## config.mk

```make
export PLATFORM = sky130hd
export DESIGN_NAME = disk_drive_emu
export DESIGN_NICKNAME = d
export VERILOG_FILES = /design/src/rtl/disk_drive_emu.sv
export SDC_FILE = /design/constraint.sdc
export NUM_CORES = 1
export LEC_CHECK = 0
export CORE_UTILIZATION = 30
export DETAILED_ROUTE_END_ITERATION = 12
export SYNTH_ARGS = -nofsm -noshare
export SYNTH_HDL_FRONTEND = slang
export SYNTH_SLANG_ARGS = --single-unit
```

## constraint.sdc

```tcl
create_clock -name fclk -period 3.8 [get_ports fclk]
set_input_delay 0.76 -clock fclk [delete_from_list [all_inputs] [get_ports fclk]]
set_output_delay 0.76 -clock fclk [all_outputs]
set_load 0.01 [all_outputs]
```

## src/rtl/disk_drive_emu.sv

```systemverilog
// disk_drive_emu -- floppy drive emulator core (nibble-level read/write, stepper).
//
// Read path: nibbles from storage are prefetched into a one-deep register and
// serialised MSB first on rddata, one bit per BIT_CELL fclk cycles, with a
// PULSE_LEN-cycle low pulse for every 1 bit. An empty prefetch register at a
// byte boundary produces one zero cell and an rd_underflow strobe.
// Write path (only with DISK_DRIVE_EMU_WRITE_EN defined): wrdata transitions
// are timed against the bit cell and decoded into nibbles on wr_nib.
// Stepper: four-phase head positioner over half-tracks 0..MAX_HALFTRACK.
//
// Ports:
//   fclk          in   single clock
//   reset         in   synchronous, active-high reset
//   phase[3:0]    in   stepper magnet drive
//   _enbl         in   drive enable, active low
//   _wrreq        in   write request, active low
//   wrdata        in   serial write data, transition = 1 bit
//   wp            in   write-protect switch, 1 = protected
//   rddata        out  serial read data, idle high, low pulse = 1 bit
//   sense         out  write-protect status
//   nib_rd_req    out  request next nibble from storage
//   nib_rd_data   in   nibble from storage
//   nib_rd_valid  in   nib_rd_data valid
//   wr_nib        out  decoded write nibble
//   wr_nib_valid  out  one-cycle strobe qualifying wr_nib
//   rd_underflow  out  one-cycle strobe, no nibble at a byte boundary
//   halftrack     out  current head position
//
// Build option: define DISK_DRIVE_EMU_WRITE_EN to include the write decoder;
// without it the drive always reports write-protected and never emits nibbles.

module disk_drive_emu #(
  parameter int BIT_CELL      = 28,
  parameter int PULSE_LEN     = 7,
  parameter int MAX_HALFTRACK = 69
) (
  input  logic       fclk,
  input  logic       reset,
  input  logic [3:0] phase,
  input  logic       _enbl,
  input  logic       _wrreq,
  input  logic       wrdata,
  input  logic       wp,
  output logic       rddata,
  output logic       sense,
  output logic       nib_rd_req,
  input  logic [7:0] nib_rd_data,
  input  logic       nib_rd_valid,
  output logic [7:0] wr_nib,
  output logic       wr_nib_valid,
  output logic       rd_underflow,
  output logic [6:0] halftrack
);

  localparam int CNT_W = $clog2(BIT_CELL);
  localparam logic [CNT_W-1:0] CNT_LAST  = CNT_W'(BIT_CELL - 1);
  localparam logic [CNT_W-1:0] PULSE_END = CNT_W'(PULSE_LEN);
  localparam logic [6:0]       MAXH      = 7'(MAX_HALFTRACK);

  logic w_active;
  logic w_read_mode;

  assign w_active    = ~_enbl;
  assign w_read_mode = w_active & _wrreq;

  // ---------------------------------------------------------------- read path
  logic             r_rd_act;
  logic [CNT_W-1:0] r_cnt;
  logic [2:0]       r_idx;
  logic [7:0]       r_sh;
  logic [7:0]       r_pf;
  logic             r_pf_full;
  logic             r_underflow;
  logic             w_wrap;
  logic             w_xfer;

  assign nib_rd_req = w_read_mode & ~r_pf_full & ~reset;
  assign w_xfer     = nib_rd_req & nib_rd_valid;
  assign w_wrap     = r_rd_act & (r_cnt == CNT_LAST);

  // The first read-mode cycle only arms r_rd_act, so every cell (including the
  // first) spans the full counter range 0..BIT_CELL-1.
  always_ff @(posedge fclk) begin
    if (reset) begin
      r_rd_act    <= 1'b0;
      r_cnt       <= '0;
      r_idx       <= '0;
      r_sh        <= '0;
      r_pf        <= '0;
      r_pf_full   <= 1'b0;
      r_underflow <= 1'b0;
    end else begin
      r_underflow <= 1'b0;
      if (!w_read_mode) begin
        r_rd_act <= 1'b0;
        r_cnt    <= '0;
        r_idx    <= '0;
      end else if (!r_rd_act) begin
        r_rd_act <= 1'b1;
      end else if (w_wrap) begin
        r_cnt <= '0;
        if (r_idx == 3'd7) begin
          if (r_pf_full) begin
            r_sh      <= r_pf;
            r_pf_full <= 1'b0;
            r_idx     <= '0;
          end else begin
            // Underflow: one zero cell, index parked at 7 so the next wrap
            // retries the prefetch register.
            r_sh        <= '0;
            r_underflow <= 1'b1;
          end
        end else begin
          r_sh  <= {r_sh[6:0], 1'b0};
          r_idx <= r_idx + 3'd1;
        end
      end else begin
        r_cnt <= r_cnt + 1'b1;
      end
      // nib_rd_req implies the register is empty, so this never collides with
      // the boundary load above.
      if (w_xfer) begin
        r_pf      <= nib_rd_data;
        r_pf_full <= 1'b1;
      end
    end
  end

  assign rddata       = ~(r_rd_act & r_sh[7] & (r_cnt < PULSE_END));
  assign rd_underflow = r_underflow;

  // ------------------------------------------------------------------ stepper
  logic [6:0] r_ht;
  logic [1:0] w_p1;
  logic [1:0] w_m1;
  logic       w_up;
  logic       w_dn;

  assign w_p1 = r_ht[1:0] + 2'd1;
  assign w_m1 = r_ht[1:0] - 2'd1;
  assign w_up = phase[w_p1] & ~phase[w_m1];
  assign w_dn = phase[w_m1] & ~phase[w_p1];

  always_ff @(posedge fclk) begin
    if (reset) begin
      r_ht <= '0;
    end else if (w_active) begin
      if (w_up && (r_ht != MAXH)) begin
        r_ht <= r_ht + 7'd1;
      end else if (w_dn && (r_ht != '0)) begin
        r_ht <= r_ht - 7'd1;
      end
    end
  end

  assign halftrack = r_ht;

  // --------------------------------------------------------------- write path
`ifdef DISK_DRIVE_EMU_WRITE_EN
  localparam int WT_W = $clog2(2 * BIT_CELL) + 1;
  localparam logic [WT_W-1:0] WT_HALF    = WT_W'(BIT_CELL / 2);
  localparam logic [WT_W-1:0] WT_ONEHALF = WT_W'(3 * BIT_CELL / 2);

  logic            w_write_mode;
  logic            r_wd_s1;
  logic            r_wd_s2;
  logic [WT_W-1:0] r_wt;
  logic [7:0]      r_wsh;
  logic [7:0]      r_wr_nib;
  logic            r_wr_valid;
  logic            r_sense;
  logic            w_edge;
  logic [7:0]      w_wsh_base;

  assign w_write_mode = w_active & ~_wrreq;
  assign w_edge       = r_wd_s1 ^ r_wd_s2;
  // A completed nibble is handed off and cleared in the same cycle that the
  // next bit (if any) is shifted in.
  assign w_wsh_base   = r_wsh[7] ? '0 : r_wsh;

  always_ff @(posedge fclk) begin
    if (reset) begin
      r_wd_s1    <= 1'b0;
      r_wd_s2    <= 1'b0;
      r_wt       <= '0;
      r_wsh      <= '0;
      r_wr_nib   <= '0;
      r_wr_valid <= 1'b0;
      r_sense    <= 1'b1;
    end else begin
      r_wd_s1    <= wrdata;
      r_wd_s2    <= r_wd_s1;
      r_wr_valid <= 1'b0;
      r_sense    <= w_active ? wp : 1'b1;
      if (r_wsh[7]) begin
        r_wr_nib   <= r_wsh;
        r_wr_valid <= 1'b1;
      end
      if (!w_write_mode) begin
        r_wt  <= '0;
        r_wsh <= '0;
      end else if (w_edge) begin
        r_wt  <= '0;
        r_wsh <= (r_wt >= WT_HALF) ? {w_wsh_base[6:0], 1'b1} : w_wsh_base;
      end else if (r_wt >= WT_ONEHALF) begin
        r_wt  <= WT_HALF;
        r_wsh <= {w_wsh_base[6:0], 1'b0};
      end else begin
        r_wt  <= r_wt + 1'b1;
        r_wsh <= w_wsh_base;
      end
    end
  end

  assign wr_nib       = r_wr_nib;
  assign wr_nib_valid = r_wr_valid;
  assign sense        = r_sense;
`else
  logic w_unused;
  assign w_unused     = ^{wrdata, wp};
  assign wr_nib       = '0;
  assign wr_nib_valid = 1'b0;
  assign sense        = 1'b1;
`endif

endmodule

```

==> results <==
- TritonCTS built the clock tree.
- The worst register-to-register path begins at halftrack[0]$_SDFFE_PP0P_.
- Of the cells placed in the final design, the portion with a size suffix greater than 1 is 0.0952.
- The post-detailed-route count of antenna-violating nets is 0.
- The number of max-slew violations in the final report is 0.
- The detailed-placement wirelength estimate is approximately 2.6 mm.
- In the routed layout, each cell is associated on average with a via count of 4.76.
- The count of buffers added by post-CTS timing repair for setup is 0.
- The relative max-transition margin is 0.521.
- The clock edge transition at the registers on the reported setup and hold paths is roughly 0.07 ns.
- The root buffer cell chosen for the clock tree is sky130_fd_sc_hd__clkbuf_8.
- Fill cells in the final layout number approximately 620.
- The endpoint of the worst register-to-register path is halftrack[6]$_SDFFE_PP0P_.
- The hold-critical path depth is 2.
- Counting every instance in the synthesized netlist gives roughly 220.
- The data arrival time of the critical path is between 3 and 4 ns.
- The share of the synthesized area in compound gates (AO/OA/AOI/OAI) came to 0.144.
- Measured along the y axis, the die boundary spans around 81 µm.
- In this run the cell area of the synthesized design comes to between 1500 and 2000 µm².
- After the last flow step, the layout net total stands at ~280.
- The async set-or-reset flop fraction in the synthesized netlist is 0.
- The core area is roughly 6000 µm².
- Measured against the total synthesized area, the mux share comes to 0.0701.
- The worst register-to-register path has a setup slack of about 0.5 ns.
- The xor-xnor portion of the synthesized cell area is 0.0283.
- The tree built by TritonCTS fans out to 34 sinks.
- In this run the static leakage power is approximately 0.82 nW.
- The launching element type of the critical path is a primary input.
- In this run the deepest clock path goes through 2 buffers.
- The clock network latency to the later pin of the worst-skew pair is 0.28 ns.
- The overall routing resource usage is 0.124.
- The maximum fanout along the worst path is 4.
- For this block, the initial DRC count from the detailed router was 63.
- The flop and latch count out of synthesis is 34.
- The first global-routing pass estimated between 6 and 7 mm of wire.
- The worst setup path is captured at a flop.
- The number of setup violations in the final report is 0.
- The dominant register cell in the synthesized netlist is sky130_fd_sc_hd__dfxtp_1.
- The worst path needs 3.42 ns of the cycle, external delays included.
- The yosys synthesis warning count is 0.
- For the pin with the worst max-slew slack, the measured transition is 0.717 ns.
- Buffers inserted during clock tree synthesis total 5.
- The pre-antenna-repair detailed-routing pass consisted of 4 iterations.
- Setup repair after global routing left no endpoint under its margin.
- Between clock sinks in the finished design, the worst skew comes to ~0.0084 ns.
- The worst min-delay path class is flop to flop.
- The synthesized-area fraction occupied by adder cells is 0.0782.
- After synthesis, the largest family of logic cells by area is simple AND/OR/NAND/NOR gates.
- For this run the aggregate overflow at the end of global routing stands at 0.
- Entering global routing, the biggest net connects 26 pins.
- The startpoint of the lowest-slack hold path is r_pf[0]$_SDFFE_PP0P_.
- Static timing analysis puts the maximum clock frequency at 0.293 GHz.
- Gates resized during post-CTS repair numbered 0.
- The final routed wirelength across all metal layers is between 3 and 4 mm.
- For this design, the CTS-stage hold fixing added 0 buffers.
- For hold timing, the worst endpoint is r_pf[0]$_SDFFE_PP0P_.
- The sum of negative setup slack is 0 ns.
- The via count of the first global-routing pass is 1440.
- The run finished with clean final reports.
- At the end of routability-driven placement, the weighted congestion stood at ~0.72.
- In this run the horizontal extent of the chip is between 80 and 90 µm.
- The H-tree depth is 2.
- The count of boundary I/O pins is 39.
- For this run, the register share of the synthesized area comes to 0.367.
- In the final routed layout, each cell accounts on average for approximately 11 µm.
- The mean instance size in the synthesized netlist is about 8.5 µm².
- The period utilization is 0.899.
- In this run the power density over the cells is 613 nW/µm².
- Once placement completed, the tool counted placed cells totaling approximately 320.
- Buffers placed on the I/O ports in this run total 26.
- IR analysis of the VDD net gives a maximum drop of about 0.28 mV.
- For this configuration, the core starts out at a cell density of 0.312.
- Of the total synthesized cell area, the portion taken by AND, OR, NAND and NOR gates is 0.232.
- The library cells used most frequently in the layout, excluding fill and tap cells, are 34 x sky130_fd_sc_hd__dfxtp_1, 26 x sky130_fd_sc_hd__clkdlybuf4s50_1, 24 x sky130_fd_sc_hd__nand2_1.
- STA puts the critical path data required time at approximately 4.0 ns.
- The initial antenna violation count is 0.
- The final-report hold violation count is 0.
- The via count is approximately 1600.
- Counting flops with a built-in enable in the synthesized netlist gives 0.
- The total DRC errors in the routed layout is 0.
- By startpoint and endpoint, the worst setup path is classified as primary input to flop.
- The count of cells in the finished layout, fillers not included, comes to roughly 330.
- The initialized floorplan defines 28 standard-cell rows.
- The die footprint is approximately 6500 µm².
- The most frequent standard cell in the layout excluding fill and tap cells is sky130_fd_sc_hd__dfxtp_1.
- The number of antenna diodes in the final layout is 0.
- Compared with the post-synthesis result, the final layout area differs by 23.8%.
- Across the run, the number of max-cap violations was 0.
- For the worst flop-to-flop path, the logic depth is 12.
- The synthesized netlist contains 40 unique library cells.
[worst max path at each step]
stage,slack [ns],from,endpoint,cells after the start
floorplan,0.46,phase[0],halftrack[6]$_SDFFE_PP0P_,9
global placement,0.09,phase[0],halftrack[6]$_SDFFE_PP0P_,11
detailed placement,0.11,phase[0],halftrack[6]$_SDFFE_PP0P_,11
CTS,0.37,phase[0],halftrack[6]$_SDFFE_PP0P_,11
global route,0.15,phase[0],halftrack[6]$_SDFFE_PP0P_,11
finish,0.38,phase[0],halftrack[6]$_SDFFE_PP0P_,11
[Yosys cell counts, types with 3 or more instances]
| master | count | area, µm² |
|---|---|---|
| sky130_fd_sc_hd__dfxtp_1 | 34 | 681 |
| sky130_fd_sc_hd__nand2_1 | 24 | 90.1 |
| sky130_fd_sc_hd__nor2_1 | 20 | 75.1 |
| sky130_fd_sc_hd__nand3_1 | 19 | 95.1 |
| sky130_fd_sc_hd__a21oi_1 | 18 | 90.1 |
| sky130_fd_sc_hd__buf_4 | 10 | 75.1 |
| sky130_fd_sc_hd__ha_1 | 10 | 125 |
| sky130_fd_sc_hd__inv_1 | 8 | 30.0 |
| sky130_fd_sc_hd__o21ai_0 | 8 | 40.0 |
| sky130_fd_sc_hd__a311oi_1 | 7 | 61.3 |
| sky130_fd_sc_hd__clkbuf_1 | 7 | 26.3 |
| sky130_fd_sc_hd__mux2i_1 | 7 | 70.1 |
| sky130_fd_sc_hd__nand2b_1 | 4 | 25.0 |
| sky130_fd_sc_hd__xnor2_1 | 4 | 35.0 |
| sky130_fd_sc_hd__nand4_1 | 3 | 18.8 |
| sky130_fd_sc_hd__nor3_1 | 3 | 15.0 |
| sky130_fd_sc_hd__nor3b_1 | 3 | 22.5 |
[metal layers]
metal  part of all wire  GRT usage
met3              0.048     0.0318
met4             0.0065     0.0429
met1               0.49      0.161
met5                  0          0
met2               0.45      0.197
[power breakdown]
part	total (mW)	internal [mW]	switching [mW]
clock network	0.257	0.129	0.128
logic	0.711	0.370	0.342
registers	0.441	0.390	0.0507
total	1.41	0.889	0.520
[critical path: stages]
cell and delay [ns]:
sky130_fd_sc_hd__clkdlybuf4s50_1 0.41, sky130_fd_sc_hd__mux4_2 0.48, sky130_fd_sc_hd__inv_1 0.07, sky130_fd_sc_hd__nand3_1 0.12, sky130_fd_sc_hd__buf_4 0.18, sky130_fd_sc_hd__ha_1 0.28, sky130_fd_sc_hd__a211oi_1 0.20, sky130_fd_sc_hd__o21ai_0 0.15
sky130_fd_sc_hd__a2111o_1 0.43, sky130_fd_sc_hd__o32ai_1 0.13, sky130_fd_sc_hd__mux2_2 0.36
[logic make-up (layout without fill, tap and decap cells)]
| group | count (synthesis) | after routing |
|---|---|---|
| other | 2 | 10 |
| AND/OR/NAND/NOR | 87 | 87 |
| flip-flops | 34 | 34 |
| multiplexers | 10 | 10 |
| XOR/XNOR | 6 | 6 |
| AO/OA/AOI/OAI | 41 | 41 |
| adder cells (fa/ha/maj) | 11 | 11 |
| buffers and inverters | 27 | 53 |
[stage by stage]
stage	setup slack (ns)	hold WS (ns)	cell area [µm²]	power, mW	util
after floorplan	0.462	0.437	1890	0.938	-
after global placement	0.0921	0.445	2210	1.15	0.371
after detailed placement	0.105	0.448	2210	1.16	0.371
after CTS	0.372	0.458	2300	1.42	0.386
after global routing	0.150	0.473	2300	1.53	0.386
final	0.382	0.457	2300	1.41	0.386
[layout make-up]
| type | count | area (µm²) | area share |
|---|---|---|---|
| Multi-Input combinational cell | 165 | 1060 | 0.463 |
| Sequential cell | 34 | 681 | 0.296 |
| Timing Repair Buffer | 37 | 343 | 0.149 |
| Tap cell | 75 | 93.8 | 0.0408 |
| Clock buffer | 6 | 72.6 | 0.0316 |
| Inverter | 8 | 30.0 | 0.0131 |
| Clock inverter | 2 | 13.8 | 0.00599 |
[state kept, by name, indices dropped and copies added, names as in the netlist]
name          cells
r_sh              8
r_pf              8
r_rd_act          1
r_cnt             5
rd_underflow      1
r_idx             3
r_pf_full         1
halftrack         7
Power figures use the tool's default switching activity.
